## src/rtl/sa_read_channel.sv

```systemverilog
// Read-channel slave adapter: round-robin AR arbitration across dispatchers,
// with in-order R burst routing driven by an ordering FIFO of granted indices.
module sa_read_channel #(
  parameter int unsigned MST_AMT           = 2,
  parameter int unsigned OUTSTANDING_AMT   = 8,
  parameter int unsigned DATA_WIDTH        = 32,
  parameter int unsigned ADDR_WIDTH        = 32,
  parameter int unsigned TRANS_MST_ID_W    = 5,
  parameter int unsigned TRANS_BURST_W     = 2,
  parameter int unsigned TRANS_DATA_LEN_W  = 3,
  parameter int unsigned TRANS_DATA_SIZE_W = 3,
  parameter int unsigned TRANS_WR_RESP_W   = 2,
  localparam int unsigned MST_ID_W         = $clog2(MST_AMT)
) (
  input  logic                                  ACLK_i,
  input  logic                                  ARESETn_i,
  input  logic [TRANS_MST_ID_W*MST_AMT-1:0]     dsp_ARID_i,
  input  logic [ADDR_WIDTH*MST_AMT-1:0]         dsp_ARADDR_i,
  input  logic [TRANS_BURST_W*MST_AMT-1:0]      dsp_ARBURST_i,
  input  logic [TRANS_DATA_LEN_W*MST_AMT-1:0]   dsp_ARLEN_i,
  input  logic [TRANS_DATA_SIZE_W*MST_AMT-1:0]  dsp_ARSIZE_i,
  input  logic [MST_AMT-1:0]                    dsp_ARVALID_i,
  input  logic [MST_AMT-1:0]                    dsp_AR_outst_full_i,
  output logic [MST_AMT-1:0]                    dsp_ARREADY_o,
  input  logic [MST_AMT-1:0]                    dsp_RREADY_i,
  output logic [TRANS_MST_ID_W*MST_AMT-1:0]     dsp_RID_o,
  output logic [DATA_WIDTH*MST_AMT-1:0]         dsp_RDATA_o,
  output logic [TRANS_WR_RESP_W*MST_AMT-1:0]    dsp_RRESP_o,
  output logic [MST_AMT-1:0]                    dsp_RLAST_o,
  output logic [MST_AMT-1:0]                    dsp_RVALID_o,
  output logic [TRANS_MST_ID_W-1:0]             s_ARID_o,
  output logic [ADDR_WIDTH-1:0]                 s_ARADDR_o,
  output logic [TRANS_BURST_W-1:0]              s_ARBURST_o,
  output logic [TRANS_DATA_LEN_W-1:0]           s_ARLEN_o,
  output logic [TRANS_DATA_SIZE_W-1:0]          s_ARSIZE_o,
  output logic                                  s_ARVALID_o,
  input  logic                                  s_ARREADY_i,
  input  logic [TRANS_MST_ID_W-1:0]             s_RID_i,
  input  logic [DATA_WIDTH-1:0]                 s_RDATA_i,
  input  logic [TRANS_WR_RESP_W-1:0]            s_RRESP_i,
  input  logic                                  s_RLAST_i,
  input  logic                                  s_RVALID_i,
  output logic                                  s_RREADY_o
);

  localparam int unsigned PTR_W = (OUTSTANDING_AMT > 1) ? $clog2(OUTSTANDING_AMT) : 1;
  localparam int unsigned CNT_W = $clog2(OUTSTANDING_AMT) + 1;

  logic [MST_AMT-1:0]           eligible;
  logic [MST_ID_W-1:0]          rr_ptr;
  logic [MST_ID_W-1:0]          grant_idx;
  logic                         grant_vld;
  logic                         grant;
  logic                         ar_free;
  logic [TRANS_MST_ID_W-1:0]    sel_id;
  logic [ADDR_WIDTH-1:0]        sel_addr;
  logic [TRANS_BURST_W-1:0]     sel_burst;
  logic [TRANS_DATA_LEN_W-1:0]  sel_len;
  logic [TRANS_DATA_SIZE_W-1:0] sel_size;

  logic [MST_ID_W-1:0]          fifo_mem [OUTSTANDING_AMT];
  logic [PTR_W-1:0]             rd_ptr;
  logic [PTR_W-1:0]             wr_ptr;
  logic [CNT_W-1:0]             fifo_count;
  logic                         fifo_empty;
  logic                         fifo_full;
  logic [MST_ID_W-1:0]          head;
  logic                         pop;

  function automatic logic [PTR_W-1:0] ptr_inc(input logic [PTR_W-1:0] p);
    return (p == PTR_W'(OUTSTANDING_AMT - 1)) ? '0 : p + PTR_W'(1);
  endfunction

  assign eligible   = dsp_ARVALID_i & ~dsp_AR_outst_full_i;
  assign ar_free    = ~s_ARVALID_o | s_ARREADY_i;
  assign fifo_empty = (fifo_count == '0);
  assign fifo_full  = (fifo_count == CNT_W'(OUTSTANDING_AMT));
  assign grant      = grant_vld & ar_free & ~fifo_full;
  assign head       = fifo_mem[rd_ptr];

  // Round-robin search: first eligible index at or above rr_ptr, wrapping.
  always_comb begin
    int unsigned cand;
    cand      = 0;
    grant_vld = 1'b0;
    grant_idx = '0;
    for (int unsigned k = 0; k < MST_AMT; k++) begin
      cand = (32'(rr_ptr) + k) % MST_AMT;
      if (!grant_vld && eligible[MST_ID_W'(cand)]) begin
        grant_vld = 1'b1;
        grant_idx = MST_ID_W'(cand);
      end
    end
  end

  always_comb begin
    sel_id    = '0;
    sel_addr  = '0;
    sel_burst = '0;
    sel_len   = '0;
    sel_size  = '0;
    for (int unsigned i = 0; i < MST_AMT; i++) begin
      if (grant_idx == MST_ID_W'(i)) begin
        sel_id    = dsp_ARID_i[i*TRANS_MST_ID_W +: TRANS_MST_ID_W];
        sel_addr  = dsp_ARADDR_i[i*ADDR_WIDTH +: ADDR_WIDTH];
        sel_burst = dsp_ARBURST_i[i*TRANS_BURST_W +: TRANS_BURST_W];
        sel_len   = dsp_ARLEN_i[i*TRANS_DATA_LEN_W +: TRANS_DATA_LEN_W];
        sel_size  = dsp_ARSIZE_i[i*TRANS_DATA_SIZE_W +: TRANS_DATA_SIZE_W];
      end
    end
  end

  assign dsp_ARREADY_o = grant ? (MST_AMT'(1) << grant_idx) : '0;

  // R beats follow the oldest outstanding grant; nothing is routed when empty.
  always_comb begin
    dsp_RVALID_o = '0;
    s_RREADY_o   = 1'b0;
    if (!fifo_empty) begin
      dsp_RVALID_o[head] = s_RVALID_i;
      s_RREADY_o         = dsp_RREADY_i[head];
    end
  end

  assign pop         = s_RVALID_i & s_RREADY_o & s_RLAST_i;
  assign dsp_RID_o   = {MST_AMT{s_RID_i}};
  assign dsp_RDATA_o = {MST_AMT{s_RDATA_i}};
  assign dsp_RRESP_o = {MST_AMT{s_RRESP_i}};
  assign dsp_RLAST_o = {MST_AMT{s_RLAST_i}};

  // AR output stage and arbitration pointer.
  always_ff @(posedge ACLK_i or negedge ARESETn_i) begin
    if (!ARESETn_i) begin
      rr_ptr      <= '0;
      s_ARVALID_o <= 1'b0;
      s_ARID_o    <= '0;
      s_ARADDR_o  <= '0;
      s_ARBURST_o <= '0;
      s_ARLEN_o   <= '0;
      s_ARSIZE_o  <= '0;
    end else if (grant) begin
      rr_ptr      <= (grant_idx == MST_ID_W'(MST_AMT - 1)) ? '0 : grant_idx + MST_ID_W'(1);
      s_ARVALID_o <= 1'b1;
      s_ARID_o    <= sel_id;
      s_ARADDR_o  <= sel_addr;
      s_ARBURST_o <= sel_burst;
      s_ARLEN_o   <= sel_len;
      s_ARSIZE_o  <= sel_size;
    end else if (s_ARREADY_i) begin
      s_ARVALID_o <= 1'b0;
    end
  end

  // Ordering FIFO control.
  always_ff @(posedge ACLK_i or negedge ARESETn_i) begin
    if (!ARESETn_i) begin
      rd_ptr     <= '0;
      wr_ptr     <= '0;
      fifo_count <= '0;
    end else begin
      if (grant) wr_ptr <= ptr_inc(wr_ptr);
      if (pop)   rd_ptr <= ptr_inc(rd_ptr);
      case ({grant, pop})
        2'b10:   fifo_count <= fifo_count + CNT_W'(1);
        2'b01:   fifo_count <= fifo_count - CNT_W'(1);
        default: fifo_count <= fifo_count;
      endcase
    end
  end

  // Entry storage is qualified by the pointers, so it needs no reset.
  always_ff @(posedge ACLK_i) begin
    if (grant) fifo_mem[wr_ptr] <= grant_idx;
  end

endmodule

```

## config.mk

```make
export PLATFORM = sky130hd
export DESIGN_NAME = sa_read_channel
export DESIGN_NICKNAME = d
export VERILOG_FILES = /design/src/rtl/sa_read_channel.sv
export SDC_FILE = /design/constraint.sdc
export NUM_CORES = 1
export LEC_CHECK = 0
export CAP_MARGIN = 20
export CORE_ASPECT_RATIO = 0.7
export CORE_UTILIZATION = 34
export DETAILED_ROUTE_END_ITERATION = 10
export GPL_TIMING_DRIVEN = 1
export PLACE_DENSITY = 0.89
export SLEW_MARGIN = 30
export SYNTH_ARGS = -nofsm -noshare
export SYNTH_HDL_FRONTEND = slang
export SYNTH_SLANG_ARGS = --single-unit
```

## constraint.sdc

```tcl
create_clock -name ACLK_i -period 3.7 [get_ports ACLK_i]
set_clock_uncertainty 0.1 [all_clocks]
set_input_delay 0.74 -clock ACLK_i [delete_from_list [all_inputs] [get_ports ACLK_i]]
set_output_delay 0.74 -clock ACLK_i [all_outputs]
set_load 0.03 [all_outputs]
```

==> Flow_metrics.wiki, run 1 <==
{| class="wikitable"
! Metric !! Value
|-
| Share of cells above drive strength 1 || 8.17%
|-
| Antenna fix cells || 0
|-
| Worst flop-to-flop path endpoint || fifo_count[2]$_DFFE_PN0P_
|-
| R2R Setup Slk || 0.63 ns
|-
| Total wirelength of the detailed-routed design || 9490 um
|-
| Combined area of the multi-input logic cells || 1080 um^2
|-
| Synthesis-to-layout area growth || 38.7%
|-
| Maximum number of pins on one net before global-route repair || 49
|-
| Hold buffer count at cts || 0
|-
| Width of the die || 125 um
|-
| Ys async rst share || 87.7%
|-
| Syn Inst Count || 329
|-
| Synth Area per Inst || 10.9 um^2
|-
| Flip-flop and latch count after synthesis || 65
|-
| Vias in the first global route || 2876
|-
| Core outline area || 10300 um^2
|-
| Slowest cell on the critical path || sky130_fd_sc_hd__clkdlybuf4s50_1
|-
| # H-tree levels || 3
|-
| Die Footprint || 11000 um^2
|-
| Critical path type || flop to primary output
|-
| Top area cells in the synthesized netlist || sky130_fd_sc_hd__dfrtp_1 (40%), sky130_fd_sc_hd__buf_4 (17%), sky130_fd_sc_hd__a222oi_1 (13%)
|-
| HPWL reported at the end of detailed placement || 6920 um
|-
| Instance count after placement with tap cells included || 520
|-
| First-pass GRT wire length || 14500 um
|-
| Dominant synthesized flop cell || sky130_fd_sc_hd__dfrtp_1
|-
| Number of buffers on the longest clock path || 2
|-
| Num rows || 31
|-
| Clock transition at path regs || 0.06 ns
|-
| Setup_tns || 0 ns
|-
| Net count of the mapped netlist || 476
|-
| Worst Reg2Reg Path Length in Cells || 11
|-
| Critical path buffers and inverters || 1
|-
| Leak Pwr || 2.24 nW
|-
| Setup repair after global routing missed its margin || no
|-
| Worst path max stage delay || 0.70 ns
|-
| Total track usage || 17.5%
|-
| Count of different cell masters after synthesis || 37
|-
| Fmax || 297 MHz
|-
| Critical path fanouts, max || 5
|-
| Most numerous cell types in the synthesized netlist || sky130_fd_sc_hd__buf_4 (80), sky130_fd_sc_hd__dfrtp_1 (57), sky130_fd_sc_hd__inv_1 (49), sky130_fd_sc_hd__a222oi_1 (45), sky130_fd_sc_hd__nor2_1 (9)
|-
| Hold WC Path Type || input port to asynchronous set/reset pin
|-
| Final Hold Vio Count || 0
|-
| Post-route fraction of the period consumed by the critical path || 91.1%
|-
| Number of DRC violations after detailed routing || 32
|-
| Startpoint of the lowest-slack register-to-register path || rd_ptr[0]$_DFFE_PN0P_
|-
| Total Nets Final || 546
|-
| Most numerous cell in the Yosys netlist || sky130_fd_sc_hd__buf_4
|-
| Storage cell area || 1670 um^2
|-
| Cts repair resizes || 0
|-
| Buffers added on ports || 153
|-
| Req. time, crit path || 2.86 ns
|-
| Sequential-to-total area share from yosys stat || 46.3%
|-
| Post-CTS setup buffers || 0
|-
| GR Overflow Total || 0
|-
| VDD IR max || 0.438 mV
|-
| Kind of capture point of the worst setup path || primary output
|-
| Cell accounting for the most synthesized area || sky130_fd_sc_hd__dfrtp_1
|-
| CTS tree || yes
|-
| Outcome || finished, violations left
|-
| Top cell type's share of synthesized area || 39.7%
|-
| Filler Cell Count || 908
|-
| Detailed router's first-iteration violation count || 351
|-
| Initial Utilization || 34.9%
|-
| Post-synthesis instance area || 3600 um^2
|-
| Final critical path time including I/O delays and setup || 3.37 ns
|-
| Number of antenna violations at the first check in global routing || 0
|-
| Power density over cell area || 857 nW/um^2
|-
| Worst path cell trace || mux4_1, mux2_4, nor2_1, clkdlybuf4s50_1
|-
| Kind of start point of the critical path || flop
|-
| Vertical die dimension || 88.0 um
|-
| Violated checks || DRC
|-
| Average detailed-routed wire length per instance || 17.7 um
|-
| Routed via count divided by cell count || 5.17
|-
| Number of cells in the finished layout apart from fillers || 536
|-
| Antenna Nets Post-Route || 0
|-
| CTS sink cnt || 65
|-
| Number of enable flip-flop cells after synthesis || 8
|-
| CTS Buf Count || 9
|-
| Cell at the root of the clock tree || sky130_fd_sc_hd__clkbuf_16
|-
| Max-Cap Viols || 0
|-
| Share of the core filled with cells || 48.4%
|-
| Detailed-routing iteration count for the pre-antenna-repair pass || 11
|-
| Delay-heaviest family, CP || multiplexers
|-
| Clock latency reported for the late side of the worst-skew pair || 0.32 ns
|-
| CP arrival || 2.53 ns
|-
| Number of warnings printed during yosys synthesis || 0
|-
| Final count of negative-setup-slack endpoints || 0
|-
| Tightest slew margin relative to the limit || 58.2%
|-
| Max-slew violation total from the final report || 0
|-
| Detailed-route via count || 2773
|-
| Routability Congestion || 0.762
|-
| Actual slew at the worst max-slew pin || 0.619 ns
|-
| I/O pin count || 271
|}
## worst register-to-register path, delay by kind of cell, from the launching register on
family                   cells  cell delay [ns]
AO/OA/AOI/OAI                1             0.15
XOR/XNOR                     3             0.47
adder cells (fa/ha/maj)      2             0.45
buffers and inverters        1             0.10
flip-flops                   1             0.44
multiplexers                 3             1.16
AND/OR/NAND/NOR              1             0.07
## layout make-up
class                           count  share of cell area, %
Tap cell                          132                   3.31
Clock inverter                      6                   1.81
Sequential cell                    65                   33.4
Multi-Input combinational cell    117                   21.6
Inverter                           49                   3.69
Timing Repair Buffer              157                   31.4
Clock buffer                       10                   4.79
## cells by family after synthesis
| logic type | share of synthesized area, % |
|---|---|
| fa+ha+maj | 2.44 |
| simple gates | 6.23 |
| xor+xnor | 0.974 |
| flops | 46.3 |
| mux | 4.66 |
| buf+inv | 23.9 |
| compound gates | 15.4 |
## worst max-delay path by stage
| stage | startpoint | endpoint | slack, ns | cells after the start |
|---|---|---|---|---|
| 4_1_cts | rd_ptr[0]$_DFFE_PN0P_ | dsp_RVALID_o[0] | 0.30 | 4 |
| 3_5_place_dp | dsp_AR_outst_full_i[0] | fifo_count[2]$_DFFE_PN0P_ | 0.45 | 10 |
| 5_1_grt | rd_ptr[0]$_DFFE_PN0P_ | dsp_RVALID_o[0] | 0.24 | 4 |
| 3_3_place_gp | dsp_AR_outst_full_i[0] | fifo_count[2]$_DFFE_PN0P_ | 0.50 | 10 |
| 6_report | rd_ptr[0]$_DFFE_PN0P_ | dsp_RVALID_o[0] | 0.33 | 4 |
| 2_1_floorplan | rd_ptr[0]$_DFFE_PN0P_ | fifo_count[2]$_DFFE_PN0P_ | 0.88 | 11 |
## report_power, final
| group | switching [mW] | internal (mW) | total (mW) |
|---|---|---|---|
| logic | 1.11 | 0.910 | 2.02 |
| registers | 0.292 | 1.05 | 1.34 |
| clock network | 0.309 | 0.610 | 0.919 |
## registers in the layout (all words and copies together) (netlist names)
name / cells
s_ARADDR_o: 32
fifo_mem: 8
s_ARID_o: 5
fifo_count: 4
rd_ptr: 3
s_ARLEN_o: 3
s_ARSIZE_o: 3
wr_ptr: 3
s_ARBURST_o: 2
rr_ptr: 1
s_ARVALID_o: 1
## metal layers
metal | vias to the layer above | share of wire [%] | GRT usage, %
met3 | 11 | 9.5 | 7.88
met2 | 169 | 51 | 31.1
met1 | 1347 | 38 | 18.8
met5 | - | 0 | 0
met4 | 0 | 1.2 | 6.32
li1 | 1246 | - | -
## metrics by stage
stage               power, mW  area [um^2]  setup slack, ns  hold slack, ns
floorplan                2.63         3600            0.877           0.344
global placement         3.30         4660            0.501           0.368
detailed placement       3.36         4660            0.448           0.380
CTS                      4.32         4990            0.302           0.325
global route             4.52         4990            0.236           0.346
finish                   4.28         4990            0.331           0.308
## placed cells by master (no fill, tap or decap), types with 2 or more instances in the layout
cell                              count
sky130_fd_sc_hd__a21o_1               2
sky130_fd_sc_hd__a21oi_1              5
sky130_fd_sc_hd__a222oi_1            45
sky130_fd_sc_hd__buf_4                6
sky130_fd_sc_hd__bufinv_16            2
sky130_fd_sc_hd__clkbuf_16            9
sky130_fd_sc_hd__clkdlybuf4s50_1    150
sky130_fd_sc_hd__dfrtp_1             57
sky130_fd_sc_hd__edfxtp_1             8
sky130_fd_sc_hd__ha_1                 7
sky130_fd_sc_hd__inv_1               49
sky130_fd_sc_hd__mux2_1               3
sky130_fd_sc_hd__mux2_2               3
sky130_fd_sc_hd__mux4_1               2
sky130_fd_sc_hd__nand2_1              5
sky130_fd_sc_hd__nand2b_1             5
sky130_fd_sc_hd__nor2_1               9
sky130_fd_sc_hd__nor2b_1              2
sky130_fd_sc_hd__nor3_1               4
sky130_fd_sc_hd__nor3b_1              3
sky130_fd_sc_hd__nor4_1               2
sky130_fd_sc_hd__nor4b_1              2
sky130_fd_sc_hd__xor2_1               3
No activity file was read; power rests on OpenSTA's default activity.
==> inputs of run 2 (changes only) <==
- SKIP_CTS_REPAIR_TIMING: default -> 1
==> results of run 2 <==
Final layout, timing and power as in run 1 (identical DEF).
==> inputs of run 3 (changes only) <==
- SLEW_MARGIN: 30 -> default
==> run 3 against run 2 <==
The run still ends with DRC left. Sequential power hardly changed. Worst setup slack worse by 0.021 ns. Non-clock buffer count rose by 1. Core utilization up 0.16 points. Count of clock-buffer cells in the layout is the same. Sequential share of layout area is 0.11 points lower. Die area did not move. Critical path depth unchanged. Cell count up 0.19%. Register-to-register slack is essentially flat. Combinational power barely moved. Global-route usage up 0.44 points. Critical path type unchanged.
==> Flow_metrics.wiki, run 3 (synthesis gave the netlist of run 1 again) <==
{| class="wikitable"
! Metric !! Value
|-
| Critical path fanouts, max || 5
|-
| Register ranked first by flip-flop count || s_ARADDR_o
|-
| Post-route fraction of the period consumed by the critical path || 91.6%
|-
| Worst flop-to-flop path endpoint || fifo_count[2]$_DFFE_PN0P_
|-
| Startpoint of the lowest-slack register-to-register path || rd_ptr[0]$_DFFE_PN0P_
|-
| Power density over cell area || 853 nW/um^2
|-
| VDD IR max || 0.486 mV
|-
| CTS sink cnt || 65
|-
| Violated checks || DRC
|-
| Average detailed-routed wire length per instance || 18.1 um
|-
| Number of flip-flops in the largest register || 32
|-
| Detailed router's first-iteration violation count || 343
|-
| Cell at the root of the clock tree || sky130_fd_sc_hd__clkbuf_16
|-
| Clock transition at path regs || 0.05 ns
|-
| Vertical die dimension || 88.0 um
|-
| Maximum number of pins on one net before global-route repair || 49
|-
| Routability Congestion || 0.762
|-
| Antenna fix cells || 0
|-
| Filler Cell Count || 925
|-
| Combined area of the multi-input logic cells || 1080 um^2
|-
| Max-Cap Viols || 0
|-
| Cell area after layout || 5000 um^2
|-
| Clock latency reported for the late side of the worst-skew pair || 0.33 ns
|-
| Final Hold Vio Count || 0
|-
| First-pass GRT wire length || 14800 um
|-
| Initial Utilization || 34.9%
|-
| Worst path max stage delay || 0.71 ns
|-
| Number of buffers on the longest clock path || 2
|-
| R2R Setup Slk || 0.63 ns
|-
| Outcome || finished, violations left
|-
| Synthesis-to-layout area growth || 39.2%
|-
| Total Nets Final || 547
|-
| Number of antenna violations at the first check in global routing || 0
|-
| Setup repair after global routing missed its margin || no
|-
| Worst path cell trace || mux4_1, mux2_4, nor2_1, clkdlybuf4s50_1
|-
| Placed instance area || 4660 um^2
|-
| Setup_tns || 0 ns
|-
| Hold WC Path Type || input port to asynchronous set/reset pin
|-
| Final count of negative-setup-slack endpoints || 0
|-
| # H-tree levels || 3
|-
| Biggest registers after layout || s_ARADDR_o x32, fifo_mem x8, s_ARID_o x5
|-
| Worst Reg2Reg Path Length in Cells || 11
|-
| Width of the die || 125 um
|-
| Req. time, crit path || 2.86 ns
|-
| Antenna Nets Post-Route || 0
|-
| Kind of capture point of the worst setup path || primary output
|-
| Fmax || 295 MHz
|-
| Core outline area || 10300 um^2
|-
| Die Footprint || 11000 um^2
|-
| Vias in the first global route || 2965
|-
| Leak Pwr || 2.25 nW
|-
| Num rows || 31
|-
| CTS tree || yes
|-
| Most common cell after layout, fill and taps aside || sky130_fd_sc_hd__clkdlybuf4s50_1
|-
| CTS Buf Count || 9
|-
| GR Overflow Total || 0
|-
| Total wirelength of the detailed-routed design || 9730 um
|-
| Critical path type || flop to primary output
|-
| Number of DRC violations after detailed routing || 32
|-
| Kind of start point of the critical path || flop
|-
| Buffers added on ports || 153
|-
| Share of cells above drive strength 1 || 8.15%
|-
| Max-slew violation total from the final report || 0
|-
| CP arrival || 2.55 ns
|-
| Slowest cell on the critical path || sky130_fd_sc_hd__clkdlybuf4s50_1
|-
| Total track usage || 18.0%
|-
| Tightest slew margin relative to the limit || 56.8%
|-
| I/O pin count || 271
|-
| Detailed-route via count || 2802
|-
| Storage cell area || 1670 um^2
|-
| Most frequent cells in the layout || sky130_fd_sc_hd__clkdlybuf4s50_1 (150), sky130_fd_sc_hd__dfrtp_1 (57), sky130_fd_sc_hd__inv_1 (49), sky130_fd_sc_hd__a222oi_1 (45)
|-
| Actual slew at the worst max-slew pin || 0.640 ns
|-
| Detailed-routing iteration count for the pre-antenna-repair pass || 10
|-
| HPWL reported at the end of detailed placement || 6960 um
|-
| Final critical path time including I/O delays and setup || 3.39 ns
|-
| Routed via count divided by cell count || 5.22
|}
==> run 3: cell types whose count changed in the layout (fill, tap and decap cells not counted) <==
cell / before / now
sky130_fd_sc_hd__buf_2: 0 / 1
sky130_fd_sc_hd__buf_16: 0 / 1
sky130_fd_sc_hd__clkinv_4: 1 / 2
sky130_fd_sc_hd__clkbuf_1: 0 / 1
sky130_fd_sc_hd__buf_4: 6 / 5
sky130_fd_sc_hd__clkbuf_8: 1 / 0
sky130_fd_sc_hd__clkinvlp_4: 1 / 0
==> run 3: layout make-up <==
class / count / area share [%]
Multi-Input combinational cell: 117 / 21.5
Inverter: 49 / 3.67
Clock buffer: 10 / 4.58
Tap cell: 132 / 3.30
Clock inverter: 6 / 1.83
Sequential cell: 65 / 33.3
Timing Repair Buffer: 158 / 31.8
==> run 3: layer usage <==
metal | vias to the layer above | part of all wire, % | GRT usage [%]
met3 | 15 | 9.6 | 7.88
met2 | 186 | 52 | 31.4
met4 | 0 | 1.3 | 6.87
li1 | 1248 | - | -
met1 | 1353 | 37 | 19.7
met5 | - | 0 | 0
==> run 3: worst max-delay path by stage <==
stage	start	to	slack (ns)	cells past startpoint
2_1_floorplan	rd_ptr[0]$_DFFE_PN0P_	fifo_count[2]$_DFFE_PN0P_	0.88	11
3_3_place_gp	dsp_AR_outst_full_i[0]	fifo_count[2]$_DFFE_PN0P_	0.50	10
3_5_place_dp	dsp_AR_outst_full_i[0]	fifo_count[2]$_DFFE_PN0P_	0.43	10
4_1_cts	rd_ptr[0]$_DFFE_PN0P_	dsp_RVALID_o[0]	0.30	4
5_1_grt	rd_ptr[0]$_DFFE_PN0P_	dsp_RVALID_o[0]	0.21	4
6_report	rd_ptr[0]$_DFFE_PN0P_	dsp_RVALID_o[0]	0.31	4
==> run 3: critical path, delay by kind of cell, from the launching register on <==
| family | cells | cell delay, ns |
|---|---|---|
| buffers and inverters | 1 | 0.71 |
| flip-flops | 1 | 0.45 |
| multiplexers | 2 | 0.93 |
| AND/OR/NAND/NOR | 1 | 0.14 |
==> run 3: where the power goes <==
group	internal (mW)	switching (mW)
Combinational	0.913	1.11
Clock	0.593	0.313
Sequential	1.05	0.292
==> run 3: metrics by stage <==
step	power [mW]	setup WS (ns)	std cells	util, %	hold WS [ns]
after floorplan	2.63	0.877	329	-	0.344
after global placement	3.30	0.501	520	45.1	0.368
after detailed placement	3.37	0.430	520	45.1	0.376
after CTS	4.31	0.305	536	48.2	0.395
after global routing	4.52	0.212	537	48.5	0.314
final	4.27	0.310	537	48.5	0.285
